--- src/rtl/game_control_if.sv ---
// Handshake bundle between the game FSM and the datapath/keys.
// master = FSM side, slave = datapath/stimulus side.
interface game_control_if;
  logic       go;
  logic       win;
  logic       lose;
  logic       datapath_reset;
  logic       datapath_start;
  logic       datapath_target;
  logic       datapath_load_angle;
  logic       datapath_wait;
  logic       datapath_load_strength;
  logic       datapath_draw;
  logic       datapath_win;
  logic       datapath_lose;
  logic [2:0] lives_left;
  logic [3:0] state_out;

  modport master (
    input  go, win, lose,
    output datapath_reset, datapath_start,
    output datapath_target, datapath_load_angle,
    output datapath_wait, datapath_load_strength,
    output datapath_draw, datapath_win,
    output datapath_lose, lives_left, state_out
  );

  modport slave (
    output go, win, lose,
    input  datapath_reset, datapath_start,
    input  datapath_target, datapath_load_angle,
    input  datapath_wait, datapath_load_strength,
    input  datapath_draw, datapath_win,
    input  datapath_lose, lives_left, state_out
  );
endinterface

--- src/rtl/game_control.sv ---
// Game phase sequencer: key-driven and timed phases,
// one-hot datapath strobes and a lives counter.
module game_control #(
  parameter int FILL_CYCLES   = 19200,
  parameter int TARGET_CYCLES = 65,
  parameter int DRAW_TIMEOUT  = 40000,
  parameter int LIVES         = 3
) (
  input  logic          clk,
  input  logic          reset,
  game_control_if.master bus
);

  typedef enum logic [3:0] {
    S_FRONT    = 4'd0,
    S_START    = 4'd1,
    S_TARGET   = 4'd2,
    S_ANGLE    = 4'd3,
    S_WAIT     = 4'd4,
    S_STRENGTH = 4'd5,
    S_DRAW     = 4'd6,
    S_WIN      = 4'd7,
    S_LOSE     = 4'd8
  } state_t;

  localparam logic [15:0] FILL_C = 16'(FILL_CYCLES);
  localparam logic [15:0] TGT_C  = 16'(TARGET_CYCLES);
  localparam logic [15:0] TO_C   = 16'(DRAW_TIMEOUT);
  localparam logic [2:0]  LIV_C  = 3'(LIVES);

  state_t      state;
  state_t      nxt;
  logic [15:0] cnt;
  logic [2:0]  lives;
  logic [8:0]  strobe;
  logic        sync0;
  logic        sync1;
  logic        prev;
  logic        go_pulse;
  logic        filled;

  assign go_pulse = sync1 & ~prev;
  assign filled   = cnt >= FILL_C;

  always_comb begin
    nxt = state;
    unique case (state)
      S_FRONT:    if (filled && go_pulse) nxt = S_START;
      S_START:    if (cnt == FILL_C - 16'd1) nxt = S_TARGET;
      S_TARGET:   if (cnt == TGT_C - 16'd1) nxt = S_ANGLE;
      S_ANGLE:    if (go_pulse) nxt = S_WAIT;
      S_WAIT:     if (cnt == 16'd1) nxt = S_STRENGTH;
      S_STRENGTH: if (go_pulse) nxt = S_DRAW;
      S_DRAW: begin
        if (bus.win) nxt = S_WIN;
        else if (bus.lose || cnt == TO_C - 16'd1)
          nxt = S_LOSE;
      end
      S_WIN:      if (filled && go_pulse) nxt = S_START;
      S_LOSE: begin
        if (filled && go_pulse)
          nxt = (lives == 3'd0) ? S_FRONT : S_START;
      end
      default:    nxt = S_FRONT;
    endcase
  end

  always_ff @(posedge clk or posedge reset) begin
    if (reset) begin
      state  <= S_FRONT;
      cnt    <= '0;
      lives  <= LIV_C;
      strobe <= 9'd1;
      sync0  <= 1'b0;
      sync1  <= 1'b0;
      prev   <= 1'b0;
    end else begin
      sync0 <= bus.go;
      sync1 <= sync0;
      prev  <= sync1;
      state <= nxt;
      if (nxt != state) cnt <= '0;
      else if (cnt != 16'hFFFF) cnt <= cnt + 16'd1;
      if (state == S_FRONT && nxt == S_START)
        lives <= LIV_C;
      else if (state == S_DRAW && nxt == S_LOSE
               && lives != 3'd0)
        lives <= lives - 3'd1;
      // nxt is always a legal code, so this stays one-hot
      strobe <= 9'd1 << nxt;
    end
  end

  assign bus.datapath_reset         = strobe[0];
  assign bus.datapath_start         = strobe[1];
  assign bus.datapath_target        = strobe[2];
  assign bus.datapath_load_angle    = strobe[3];
  assign bus.datapath_wait          = strobe[4];
  assign bus.datapath_load_strength = strobe[5];
  assign bus.datapath_draw          = strobe[6];
  assign bus.datapath_win           = strobe[7];
  assign bus.datapath_lose          = strobe[8];
  assign bus.lives_left             = lives;
  assign bus.state_out              = state;

endmodule

--- src/flat_wrapper.sv ---
// flat-port wrapper written by rule: the top's interface ports become plain ports
module game_control_flat 
#(
  parameter int FILL_CYCLES   = 19200,
  parameter int TARGET_CYCLES = 65,
  parameter int DRAW_TIMEOUT  = 40000,
  parameter int LIVES         = 3
)
  (clk, reset, bus_go, bus_win, bus_lose, bus_datapath_reset, bus_datapath_start, bus_datapath_target, bus_datapath_load_angle, bus_datapath_wait, bus_datapath_load_strength, bus_datapath_draw, bus_datapath_win, bus_datapath_lose, bus_lives_left, bus_state_out);
  game_control_if bus_i ();
  input  logic clk;
  input  logic reset;
  input wire logic [$bits(bus_i.go)-1:0] bus_go;
  input wire logic [$bits(bus_i.win)-1:0] bus_win;
  input wire logic [$bits(bus_i.lose)-1:0] bus_lose;
  output wire logic [$bits(bus_i.datapath_reset)-1:0] bus_datapath_reset;
  output wire logic [$bits(bus_i.datapath_start)-1:0] bus_datapath_start;
  output wire logic [$bits(bus_i.datapath_target)-1:0] bus_datapath_target;
  output wire logic [$bits(bus_i.datapath_load_angle)-1:0] bus_datapath_load_angle;
  output wire logic [$bits(bus_i.datapath_wait)-1:0] bus_datapath_wait;
  output wire logic [$bits(bus_i.datapath_load_strength)-1:0] bus_datapath_load_strength;
  output wire logic [$bits(bus_i.datapath_draw)-1:0] bus_datapath_draw;
  output wire logic [$bits(bus_i.datapath_win)-1:0] bus_datapath_win;
  output wire logic [$bits(bus_i.datapath_lose)-1:0] bus_datapath_lose;
  output wire logic [$bits(bus_i.lives_left)-1:0] bus_lives_left;
  output wire logic [$bits(bus_i.state_out)-1:0] bus_state_out;
  assign bus_i.go = bus_go;
  assign bus_i.win = bus_win;
  assign bus_i.lose = bus_lose;
  assign bus_datapath_reset = bus_i.datapath_reset;
  assign bus_datapath_start = bus_i.datapath_start;
  assign bus_datapath_target = bus_i.datapath_target;
  assign bus_datapath_load_angle = bus_i.datapath_load_angle;
  assign bus_datapath_wait = bus_i.datapath_wait;
  assign bus_datapath_load_strength = bus_i.datapath_load_strength;
  assign bus_datapath_draw = bus_i.datapath_draw;
  assign bus_datapath_win = bus_i.datapath_win;
  assign bus_datapath_lose = bus_i.datapath_lose;
  assign bus_lives_left = bus_i.lives_left;
  assign bus_state_out = bus_i.state_out;
  game_control #(.FILL_CYCLES(FILL_CYCLES), .TARGET_CYCLES(TARGET_CYCLES), .DRAW_TIMEOUT(DRAW_TIMEOUT), .LIVES(LIVES)) u_core (.clk(clk), .reset(reset), .bus(bus_i));
endmodule
--- config.mk ---
export PLATFORM = sky130hd
export DESIGN_NAME = game_control_flat
export DESIGN_NICKNAME = d
export VERILOG_FILES = /design/src/rtl/game_control_if.sv /design/src/rtl/game_control.sv /design/src/flat_wrapper.sv
export SDC_FILE = /design/constraint.sdc
export NUM_CORES = 1
export LEC_CHECK = 0
export CAP_MARGIN = 20
export CORE_MARGIN = 3
export CORE_UTILIZATION = 32
export CTS_CLUSTER_SIZE = 40
export DETAILED_ROUTE_END_ITERATION = 12
export DONT_BUFFER_PORTS = 1
export PLACE_DENSITY = 0.57
export SETUP_SLACK_MARGIN = 0.2
export SLEW_MARGIN = 30
export SYNTH_ARGS = -nofsm -noshare
export SYNTH_HDL_FRONTEND = slang
export SYNTH_SLANG_ARGS = --single-unit
--- constraint.sdc ---
create_clock -name clk -period 2.5 [get_ports clk]
set_input_delay 0.5 -clock clk [delete_from_list [all_inputs] [get_ports clk]]
set_output_delay 0.5 -clock clk [all_outputs]
set_load 0.01 [all_outputs]
==> results.md, run 1 <==
* Status: finished clean
* Final Max Tran Viols at 0
* Fin area at 0.002449 mm^2
* Clk slew on worst S/H paths at 80 ps
* Initial Utilization at 0.3335
* Avg Inst Size Synth at 10.39 um^2
* Max_cap viols at 0
* Seq cells post-synth at 35
* Met2 usage in global routing at 0.2021
* DRT Wirelength at 4692 um
* Peak Freq at 0.4551 GHz
* FF/Latch Area at 887.1 um^2
* Initial DRC Count at 136
* Detailed-route via count at 1569
* CP Launch Type: flip-flop
* Hold Worst Slack at 185.6 ps
* Max FO, Critical Path at 12
* FF-to-FF path depth at 7
* Leakage at 1.031 nW
* Final core occ at 0.3834
* Nets at 228
* Commonest cells in the netlist: 32 x dfrtp_1, 14 x nor2_1, 14 x xnor2_1
* TritonCTS buffer count at 5
* Clock root buffer master: clkbuf_8
* Peak supply drop at 0.4145 mV
* CP max-delay cell: dfrtp_2
* Met3 usage at 0.03575
* Crit path DAT at 2410 ps
* Top-count cell post-synth: dfrtp_1
* Drt pass-1 iters at 4
* Syn Nets at 215
* Area Growth Syn to Fin at 14.98%
* First-pass GRT wire length at 7776 um
* Mapped cell area at 0.002130 mm^2
* Setup crit end kind: flip-flop
* Fillers at 615
* DPL Wire Length at 3303 um
* CTS tree: done
* Die H at 87.58 um
* I/O Buffers at 0
* Fin. Hold Viols at 0
* Critical path class: flip-flop to flip-flop
* Clock network latency to the later pin of the worst-skew pair at 290 ps
* Final Power at 2.205 mW
* Final setup violation count at 0
* CP cell instances: nor4_4 > a2111oi_4 > a211oi_4 > nor2_2 > a31o_4 > buf_12 > nor3_2
* Row Count at 29
* Pwr dens at 900.7 mW/mm^2
* DP Cell Count at 282
* Number of synthesized flops with an enable pin at 0
* Worst min path class: input port to async pin
* Drt drc at 0
* Via/cell ratio at 5.301
* Crit share post-route at 0.8789
* Antenna violation net count after detailed routing at 0
* Required time of the critical path at 2710 ps
* Seq/Total Area, Yosys at 0.4130
* Slew @ Worst Pin at 557.5 ps
* Worst R2R Start: u_core.cnt[13]
* CTS sink cnt at 35
* Final setup margin at 302.8 ps
* Synth Flop Type: dfrtp_1
* Placed cell area at 0.002227 mm^2
* GPL Wtd Cong at 0.8734
* Async S/R FF share, synth at 1.000
* WL/cell at 15.85 um
* Place WS at 124.8 ps
* Post-synth cell types at 58
* Final min period at 2197 ps
* Ant. Diodes at 0
* Crit-path max cell delay at 490 ps
* Area of the multi-input gates at 0.001179 mm^2
* Largest net degree at the start of global routing at 36
* Relative slew slack at 0.6283
* Top-area cell type share of the netlist area at 0.3760
* Synthesis Warnings at 0
* Number of global-route vias before repair at 1583
* Reg2reg end: u_core.cnt[5]
* Die width at 87.58 um
* Busiest grt layer: met2
* H-tree levels at 2
* Setup TNS at 0 ps
* Share of cells above drive strength 1 at 0.2922
* Main area contributors after synthesis: dfrtp_1 38%, xnor2_1 5.8%, nor3_2 5.6%
* Die Area at 0.007669 mm^2
* CTS max path bufs at 2
* RSZ-0062 raised after global routing: true
* Clk_skew at 6.089 ps
* Yosys top cell by area: dfrtp_1
* Global route total overflow at 0
* All-Layer GR Usage at 0.1274
* Io pins at 21
* Met1 Use GR at 0.1711
* Fin cells at 296
* Antenna violations before repair at 0
* Core ar. at 0.006386 mm^2
* Mapped Cells at 205
* Reg-to-reg slack, setup at 300 ps
## where the power goes
group / internal [mW] / leakage, nW / switching (mW) / total, mW
clock network: 0.302 / 0.0587 / 0.223 / 0.525
logic: 0.373 / 0.517 / 0.466 / 0.838
registers: 0.678 / 0.455 / 0.164 / 0.842
total: 1.35 / 1.03 / 0.853 / 2.21
## per-layer routing
metal / wire (um) / part of all wire
met1: 2122 / 0.45
met2: 2306 / 0.49
met3: 212 / 0.045
met4: 51 / 0.011
met5: 0 / 0
## final cells by class
| class | instances | share of cell area |
|---|---|---|
| repair buffers | 16 | 0.05416 |
| flip-flops and latches | 35 | 0.3623 |
| inverters | 10 | 0.01533 |
| clock inverters | 3 | 0.01942 |
| multi-input cells | 150 | 0.4813 |
| well taps | 77 | 0.03935 |
| clock buffers | 5 | 0.02810 |
## cells in the final DEF, fill, tap and decap left out, types with 5 or more instances in the layout
cell,n
a21oi_1,5
buf_4,15
clkbuf_8,5
dfrtp_1,26
dfrtp_2,6
inv_1,10
nand2_1,12
nand3_1,6
nand4_1,6
nor2_1,14
nor2b_1,5
nor3_1,10
nor3_2,12
xnor2_1,14
## critical path, delay by kind of cell (launching register included)
kind / cells / cell delay (ps)
buffers and inverters: 1 / 150
AO/OA/AOI/OAI: 3 / 870
AND/OR/NAND/NOR: 3 / 610
flip-flops: 1 / 490
## registers in the layout (all words and copies together), names as in the netlist
| register | flops |
|---|---|
| u_core.sync1 | 1 |
| u_core.bus.lives_left | 3 |
| u_core.sync0 | 1 |
| u_core.strobe | 9 |
| u_core.prev | 1 |
| u_core.bus.state_out | 4 |
| u_core.cnt | 16 |
## worst max-delay path by stage
| stage | start | end | slack (ps) | depth (start not counted) |
|---|---|---|---|---|
| final | u_core.cnt[13] | u_core.cnt[5] | 300 | 7 |
| after detailed placement | u_core.cnt[12] | u_core.strobe[3] | 120 | 6 |
| after global routing | u_core.cnt[1] | u_core.bus.lives_left[2] | 160 | 8 |
| after CTS | u_core.cnt[12] | u_core.strobe[3] | 210 | 6 |
| after floorplan | u_core.cnt[0] | u_core.cnt[8] | 360 | 8 |
| after global placement | u_core.cnt[12] | u_core.strobe[3] | 180 | 6 |
## what timing repair did
item	4_1_cts	5_1_grt
resized for setup	2	12
pin swaps	1	4
cloned	0	0
hold buffers	0	0
endpoints found under the setup margin	8	26
buffers inserted	0	6
## cells by family after synthesis
logic type,count (synthesis),share of synthesized area
xor gates and xnor gates,15,0.06169
AOI/OAI and AO/OA,30,0.1322
and+or+nand+nor,98,0.3020
muxes,2,0.009401
DFF,35,0.4130
buffers and inverters,20,0.05229
adders and majority gates,5,0.02938
Power figures use the tool's default switching activity.
==> run 2: changes to the inputs <==
GPL_TIMING_DRIVEN = 1   (was default)
==> results of run 2 <==
Final layout, timing and power as in run 1 (identical DEF).
==> run 3: changes to the inputs <==
HOLD_SLACK_MARGIN = 0.05   (was default)
==> results of run 3 <==
Final layout, timing and power as in run 1 (identical DEF).
